## src/rtl/l3_cache_ctrl.sv

```systemverilog
// rtl/l3_cache_ctrl.sv - two-port round-robin sequencer for the L3 data cache (optional counters: L3_CTRL_PERF_EN)
module l3_cache_ctrl #(
    parameter int ADDR_WIDTH = 32,
    parameter int DATA_WIDTH = 32
) (
    input  logic                  clk,
    input  logic                  rst_n,
    input  logic                  req0_valid_i,
    input  logic [ADDR_WIDTH-1:0] req0_addr_i,
    input  logic                  req0_wr_en_i,
    input  logic [DATA_WIDTH-1:0] req0_wr_data_i,
    input  logic [3:0]            req0_byte_en_i,
    output logic                  req0_done_o,
    output logic [DATA_WIDTH-1:0] req0_rd_data_o,
    output logic                  req0_err_o,
    input  logic                  req1_valid_i,
    input  logic [ADDR_WIDTH-1:0] req1_addr_i,
    input  logic                  req1_wr_en_i,
    input  logic [DATA_WIDTH-1:0] req1_wr_data_i,
    input  logic [3:0]            req1_byte_en_i,
    output logic                  req1_done_o,
    output logic [DATA_WIDTH-1:0] req1_rd_data_o,
    output logic                  req1_err_o,
    output logic [ADDR_WIDTH-1:0] cache_addr_o,
    output logic                  cache_wr_en_o,
    output logic [DATA_WIDTH-1:0] cache_wr_data_o,
    output logic [3:0]            cache_byte_en_o,
    output logic                  cache_mem_valid_o,
    output logic [DATA_WIDTH-1:0] cache_mem_data_o,
    input  logic                  cache_hit_i,
    input  logic [DATA_WIDTH-1:0] cache_rd_data_i,
    output logic                  mem_req_o,
    output logic                  mem_we_o,
    output logic [ADDR_WIDTH-1:0] mem_addr_o,
    output logic [3:0]            mem_byte_en_o,
    output logic [DATA_WIDTH-1:0] mem_wr_data_o,
    input  logic                  mem_ack_i,
    input  logic [DATA_WIDTH-1:0] mem_rd_data_i
`ifdef L3_CTRL_PERF_EN
    ,
    output logic [31:0]           perf_hit_cnt_o,
    output logic [31:0]           perf_miss_cnt_o,
    output logic [31:0]           perf_stall_cnt_o
`endif
);

    typedef enum logic [2:0] {
        S_IDLE, S_LOOKUP, S_MEM_RD, S_FILL, S_MEM_WR, S_RESP
    } state_t;

    localparam logic [DATA_WIDTH-1:0] MASK_B = DATA_WIDTH'(8'hFF);
    localparam logic [DATA_WIDTH-1:0] MASK_H = DATA_WIDTH'(16'hFFFF);

    state_t                state_q, state_d;
    logic                  rr_q, rr_d;
    logic                  port_q, port_d;
    logic                  wr_q, wr_d;
    logic                  err_q, err_d;
    logic [ADDR_WIDTH-1:0] addr_q, addr_d;
    logic [DATA_WIDTH-1:0] wdata_q, wdata_d;
    logic [3:0]            be_q, be_d;
    logic [DATA_WIDTH-1:0] rdata_q, rdata_d;
    logic [DATA_WIDTH-1:0] mdata_q, mdata_d;
    logic                  sel;
    logic [3:0]            sel_be;
    logic                  gnt0, gnt1;
    logic [DATA_WIDTH-1:0] fill_mask;

    always_ff @(posedge clk or negedge rst_n) begin
        if (!rst_n) begin
            state_q <= S_IDLE;
            rr_q    <= 1'b0;
            port_q  <= 1'b0;
            wr_q    <= 1'b0;
            err_q   <= 1'b0;
            addr_q  <= '0;
            wdata_q <= '0;
            be_q    <= '0;
            rdata_q <= '0;
            mdata_q <= '0;
        end else begin
            state_q <= state_d;
            rr_q    <= rr_d;
            port_q  <= port_d;
            wr_q    <= wr_d;
            err_q   <= err_d;
            addr_q  <= addr_d;
            wdata_q <= wdata_d;
            be_q    <= be_d;
            rdata_q <= rdata_d;
            mdata_q <= mdata_d;
        end
    end

    always_comb begin
        case (be_q)
            4'b0001: fill_mask = MASK_B;
            4'b0011: fill_mask = MASK_H;
            default: fill_mask = '1;
        endcase
    end

    always_comb begin
        state_d = state_q;
        rr_d    = rr_q;
        port_d  = port_q;
        wr_d    = wr_q;
        err_d   = err_q;
        addr_d  = addr_q;
        wdata_d = wdata_q;
        be_d    = be_q;
        rdata_d = rdata_q;
        mdata_d = mdata_q;
        gnt0    = 1'b0;
        gnt1    = 1'b0;
        sel     = (req0_valid_i && req1_valid_i) ? rr_q : req1_valid_i;
        sel_be  = sel ? req1_byte_en_i : req0_byte_en_i;
        case (state_q)
            S_IDLE: begin
                if (req0_valid_i || req1_valid_i) begin
                    gnt0    = ~sel;
                    gnt1    = sel;
                    port_d  = sel;
                    rr_d    = ~sel;
                    addr_d  = sel ? req1_addr_i : req0_addr_i;
                    wr_d    = sel ? req1_wr_en_i : req0_wr_en_i;
                    wdata_d = sel ? req1_wr_data_i : req0_wr_data_i;
                    be_d    = sel_be;
                    rdata_d = '0;
                    err_d   = !(sel_be == 4'b0001 || sel_be == 4'b0011 || sel_be == 4'b1111);
                    state_d = err_d ? S_RESP : S_LOOKUP;
                end
            end
            S_LOOKUP: begin
                if (!cache_hit_i) begin
                    state_d = S_MEM_RD;
                end else if (wr_q) begin
                    state_d = S_MEM_WR;
                end else begin
                    rdata_d = cache_rd_data_i;
                    state_d = S_RESP;
                end
            end
            S_MEM_RD: begin
                if (mem_ack_i) begin
                    mdata_d = mem_rd_data_i;
                    state_d = S_FILL;
                end
            end
            S_FILL: begin
                if (wr_q) begin
                    state_d = S_MEM_WR;
                end else begin
                    rdata_d = mdata_q & fill_mask;
                    state_d = S_RESP;
                end
            end
            S_MEM_WR: if (mem_ack_i) state_d = S_RESP;
            S_RESP:   state_d = S_IDLE;
            default:  state_d = S_IDLE;
        endcase
    end

    // All outputs decode registered state, so reset clears them without waiting for a clock.
    logic cache_act, mem_act, resp0, resp1;
    assign cache_act = (state_q == S_LOOKUP) || (state_q == S_FILL);
    assign mem_act   = (state_q == S_MEM_RD) || (state_q == S_MEM_WR);
    assign resp0     = (state_q == S_RESP) && !port_q;
    assign resp1     = (state_q == S_RESP) && port_q;

    assign cache_addr_o      = cache_act ? addr_q : '0;
    assign cache_wr_en_o     = cache_act && wr_q;
    assign cache_wr_data_o   = cache_act ? wdata_q : '0;
    assign cache_byte_en_o   = cache_act ? be_q : 4'b0000;
    assign cache_mem_valid_o = (state_q == S_FILL);
    assign cache_mem_data_o  = (state_q == S_FILL) ? mdata_q : '0;

    assign mem_req_o     = mem_act;
    assign mem_we_o      = (state_q == S_MEM_WR);
    assign mem_addr_o    = mem_act ? addr_q : '0;
    assign mem_byte_en_o = (state_q == S_MEM_WR) ? be_q : (mem_act ? 4'b1111 : 4'b0000);
    assign mem_wr_data_o = (state_q == S_MEM_WR) ? wdata_q : '0;

    assign req0_done_o    = resp0;
    assign req0_err_o     = resp0 && err_q;
    assign req0_rd_data_o = resp0 ? rdata_q : '0;
    assign req1_done_o    = resp1;
    assign req1_err_o     = resp1 && err_q;
    assign req1_rd_data_o = resp1 ? rdata_q : '0;

`ifdef L3_CTRL_PERF_EN
    logic [31:0] hit_cnt_q, hit_cnt_d, miss_cnt_q, miss_cnt_d, stall_cnt_q, stall_cnt_d;
    logic        stall;

    always_comb begin
        stall       = (req0_valid_i && !(gnt0 || resp0)) || (req1_valid_i && !(gnt1 || resp1));
        hit_cnt_d   = hit_cnt_q;
        miss_cnt_d  = miss_cnt_q;
        stall_cnt_d = stall_cnt_q;
        if (state_q == S_LOOKUP && cache_hit_i && hit_cnt_q != '1)   hit_cnt_d   = hit_cnt_q + 32'd1;
        if (state_q == S_LOOKUP && !cache_hit_i && miss_cnt_q != '1) miss_cnt_d  = miss_cnt_q + 32'd1;
        if (stall && stall_cnt_q != '1)                              stall_cnt_d = stall_cnt_q + 32'd1;
    end

    always_ff @(posedge clk or negedge rst_n) begin
        if (!rst_n) begin
            hit_cnt_q   <= '0;
            miss_cnt_q  <= '0;
            stall_cnt_q <= '0;
        end else begin
            hit_cnt_q   <= hit_cnt_d;
            miss_cnt_q  <= miss_cnt_d;
            stall_cnt_q <= stall_cnt_d;
        end
    end

    assign perf_hit_cnt_o   = hit_cnt_q;
    assign perf_miss_cnt_o  = miss_cnt_q;
    assign perf_stall_cnt_o = stall_cnt_q;
`endif

endmodule

```

## config.mk

```make
export PLATFORM = sky130hd
export DESIGN_NAME = l3_cache_ctrl
export DESIGN_NICKNAME = d
export VERILOG_FILES = /design/src/rtl/l3_cache_ctrl.sv
export SDC_FILE = /design/constraint.sdc
export NUM_CORES = 1
export LEC_CHECK = 0
export ABC_AREA = 1
export CAP_MARGIN = 20
export CORE_AREA = 2 2 175 177
export CTS_CLUSTER_DIAMETER = 60
export DETAILED_ROUTE_END_ITERATION = 12
export DIE_AREA = 0 0 177 179
export GPL_TIMING_DRIVEN = 0
export SYNTH_ARGS = -nofsm -noshare
export SYNTH_HDL_FRONTEND = slang
export SYNTH_SLANG_ARGS = --single-unit
```

## constraint.sdc

```tcl
create_clock -name clk -period 1.5 [get_ports clk]
set_input_delay 0.3 -clock clk [delete_from_list [all_inputs] [get_ports clk]]
set_output_delay 0.3 -clock clk [all_outputs]
set_load 0.05 [all_outputs]
```

==> run metrics <==
crit path from state_q[2]; Lkg Pwr 0.00757 uW; Place WS -1310 ps; Worst Setup End Kind output port; # IOs between 400 and 500; global-route wire length before repair 54.8 mm; vias in the first global route between 9000 and 10000; global route overflow 0; busiest grt layer met2; Placer Congestion a little under 0.9; Setup Viol. Count Final ~380; Crit path depth 9; reg-to-reg slack, setup -430 ps; Pre-Repair DR Iteration Count 5; worst r2r src state_q[1]; Synth cell types 24; Row Count 64; post-synth top area share 0.466; hold slack approximately 430 ps; Final Power 41500 uW; Post-Syn Instances 1014; Critical Path Sink mem_req_o; Crit Path Max Fanout 5; fillers between 2000 and 3000; register clock-pin slew on the reported worst setup and hold paths 70 ps; clk_skew ~18 ps; Die Footprint 0.0317 mm2; grt met1 use 0.265; Yosys Warn Count 0; Seq cells post-synth about 140; CTS Sinks ~140; Slew headroom 0.567; Cell Pwr Density 2380 mW/mm2; H-tree depth 4; peak supply drop 1300 uV; initial antenna violation count 5; DRT iter0 DRCs 472; DR vias/cell about 4.7; CP Class flop to output port; WP data arrival approximately 1900 ps; Data required, critical path 1200 ps; Critical Path Max Stage Delay 440 ps; Mapped Avg Cell Area 7.36 um2; Top Family by Delay on Critical Path buffers and inverters; cell chain of the critical path inv_4 -> buf_12 -> nor2_4 -> buf_6 -> nor2_4 -> buf_12 -> clkbuf_16 -> clkinvlp_4 -> buf_8; Die Ht ~180 um; Core Region between 0.03 and 0.04 mm2; GRT Overall Usage 0.232; Tightest Pin Transition ~650 ps; CP Launch Type flop; CTS Buf Count 17; HP Class input port to asynchronous set/reset pin; final worst path period share 1.49; Routed Antenna Nets 0; DP HPWL between 20 and 30 mm; Area Overhead vs Synth 133%; worst-path cell with the longest stage delay dfrtp_2; failing checks negative setup slack; met2 Track Usage GR 0.411; DRC errors left 0; final-stage net count between 1500 and 2000; pin count of the biggest net entering global routing between 80 and 90; share of layout cells above drive strength 1 0.442; top post-synthesis cells by area dfrtp_1, nor2_1, inv_1; fmax approximately 450 MHz; final critical-path required period ~2200 ps; clk buf depth 2; Slew Viols, Final 0; CP bufs+invs 7; count of final hold-check violations 0; Max Cap Viol 0; area of the multi-input gates roughly 0.0046 mm2; status complete, but fails checks; Reg area roughly 0.0035 mm2; root buffer cell clkbuf_16; Port Buffers around 450; R2R depth 11; GR Util met3 0.0693; die width roughly 180 um; FF-to-FF End addr_q[12]; Final WS setup -734 ps; register area share after synthesis 0.466; Avg WL per Cell 20.8 um; RSZ-0062 raised after global routing true; via count between 9000 and 10000; leading area contributor after synthesis dfrtp_1; Mapped Area ~0.0075 mm2; Clk Latency, worst-skew pair between 400 and 500 ps; Syn Nets 1222; CTS tree done; Initial Utilization 0.249; final wirelength just over 40 mm
==> layout make-up <==
class                           instances  area share
Clock inverter                         13     0.00819
Antenna cell                            4    0.000575
Sequential cell                       139       0.200
Buffer                                 67      0.0564
Timing Repair Buffer                  538       0.367
Timing Repair inverter                  1    0.000647
Tap cell                              396      0.0285
Multi-Input combinational cell        589       0.265
Inverter                              218      0.0489
Clock buffer                           18      0.0247
==> layout by cell type, fill, tap and decap left out, drive strengths merged <==
master and n:
bufinv 2, dlygate4sd3 1, nor2 280, clkinvlp 3, mux2i 1, inv 220, dfrtp 139, diode 4
clkbuf 69, clkinv 7, nand2 56, a21oi 44, buf 346, dlygate4sd2 1, o21ai 44, a22oi 24
o221ai 65, nand3b 1, nand3 72, clkdlybuf4s50 206, nor3 1, a31oi 1
==> cell usage after synthesis <==
| master | count |
|---|---|
| buf_6 | 1 |
| nand3_2 | 1 |
| a21oi_1 | 43 |
| nor2_1 | 277 |
| mux2i_1 | 1 |
| buf_4 | 1 |
| a22oi_1 | 24 |
| inv_1 | 214 |
| nand3_1 | 71 |
| clkinv_1 | 1 |
| o221ai_1 | 65 |
| a21oi_4 | 1 |
| clkbuf_1 | 23 |
| buf_2 | 32 |
| o21ai_1 | 33 |
| nor2_2 | 3 |
| a31oi_1 | 1 |
| inv_2 | 3 |
| dfrtp_1 | 139 |
| nor3_1 | 1 |
| buf_1 | 11 |
| o21ai_0 | 11 |
| nand3b_1 | 1 |
| nand2_1 | 56 |
==> metal layers <==
metal	wire length (um)	share of wire
met1	15300	0.37
met5	15	0.00036
met2	21400	0.52
met4	1280	0.031
met3	3250	0.079
==> what timing repair did <==
action,CTS,global route
hold buffers,1,0
gates resized for setup,1461,659
endpoints found under the setup margin,377,378
pin swaps,7,23
cloned,4,28
hold endpoints to repair,59,0
buffers inserted,11,48
==> per-stage QoR <==
stage / std cells / cell area, um2 / utilization / TNS, ps
5_1_grt: 1982 / 17400 / 0.580 / -219010
3_3_place_gp: 1857 / 13800 / 0.460 / -1141960
4_1_cts: 1904 / 14800 / 0.494 / -216380
6_report: 1983 / 17400 / 0.580 / -192980
2_1_floorplan: 1014 / 8830 / - / -144080
3_5_place_dp: 1858 / 13800 / 0.461 / -306120
==> power by group <==
part           internal, uW  switching, uW
clock                  2460           1830
sequential             5610            659
combinational         12900          18000
total                 21000          20500
==> worst min-delay path by stage <==
stage / startpoint / to / slack, ps
after floorplan: rst_n / addr_q[0] / 4
after global routing: mem_rd_data_i[16] / mdata_q[16] / 460
final: rst_n / wdata_q[23] / 430
after global placement: rdata_q[24] / rdata_q[24] / 470
after detailed placement: rst_n / wdata_q[23] / 330
after CTS: mem_rd_data_i[20] / mdata_q[20] / 440
==> state kept, by name, indices dropped and copies added, names as in the netlist <==
name     flops
state_q      3
mdata_q     32
be_q         4
wr_q         1
wdata_q     32
rdata_q     32
addr_q      32
err_q        1
rr_q         1
port_q       1
==> kinds of logic (layout without fill, tap and decap cells) <==
kind of cell    after synthesis  after routing  synth area share
compound gates              178            178             0.162
buf+inv                     286            855             0.151
flops                       139            139             0.466
mux                           1              1           0.00134
other cells                   0              4                 0
simple gates                410            410             0.221
Note: power is estimated with default switching activity, not from simulation.
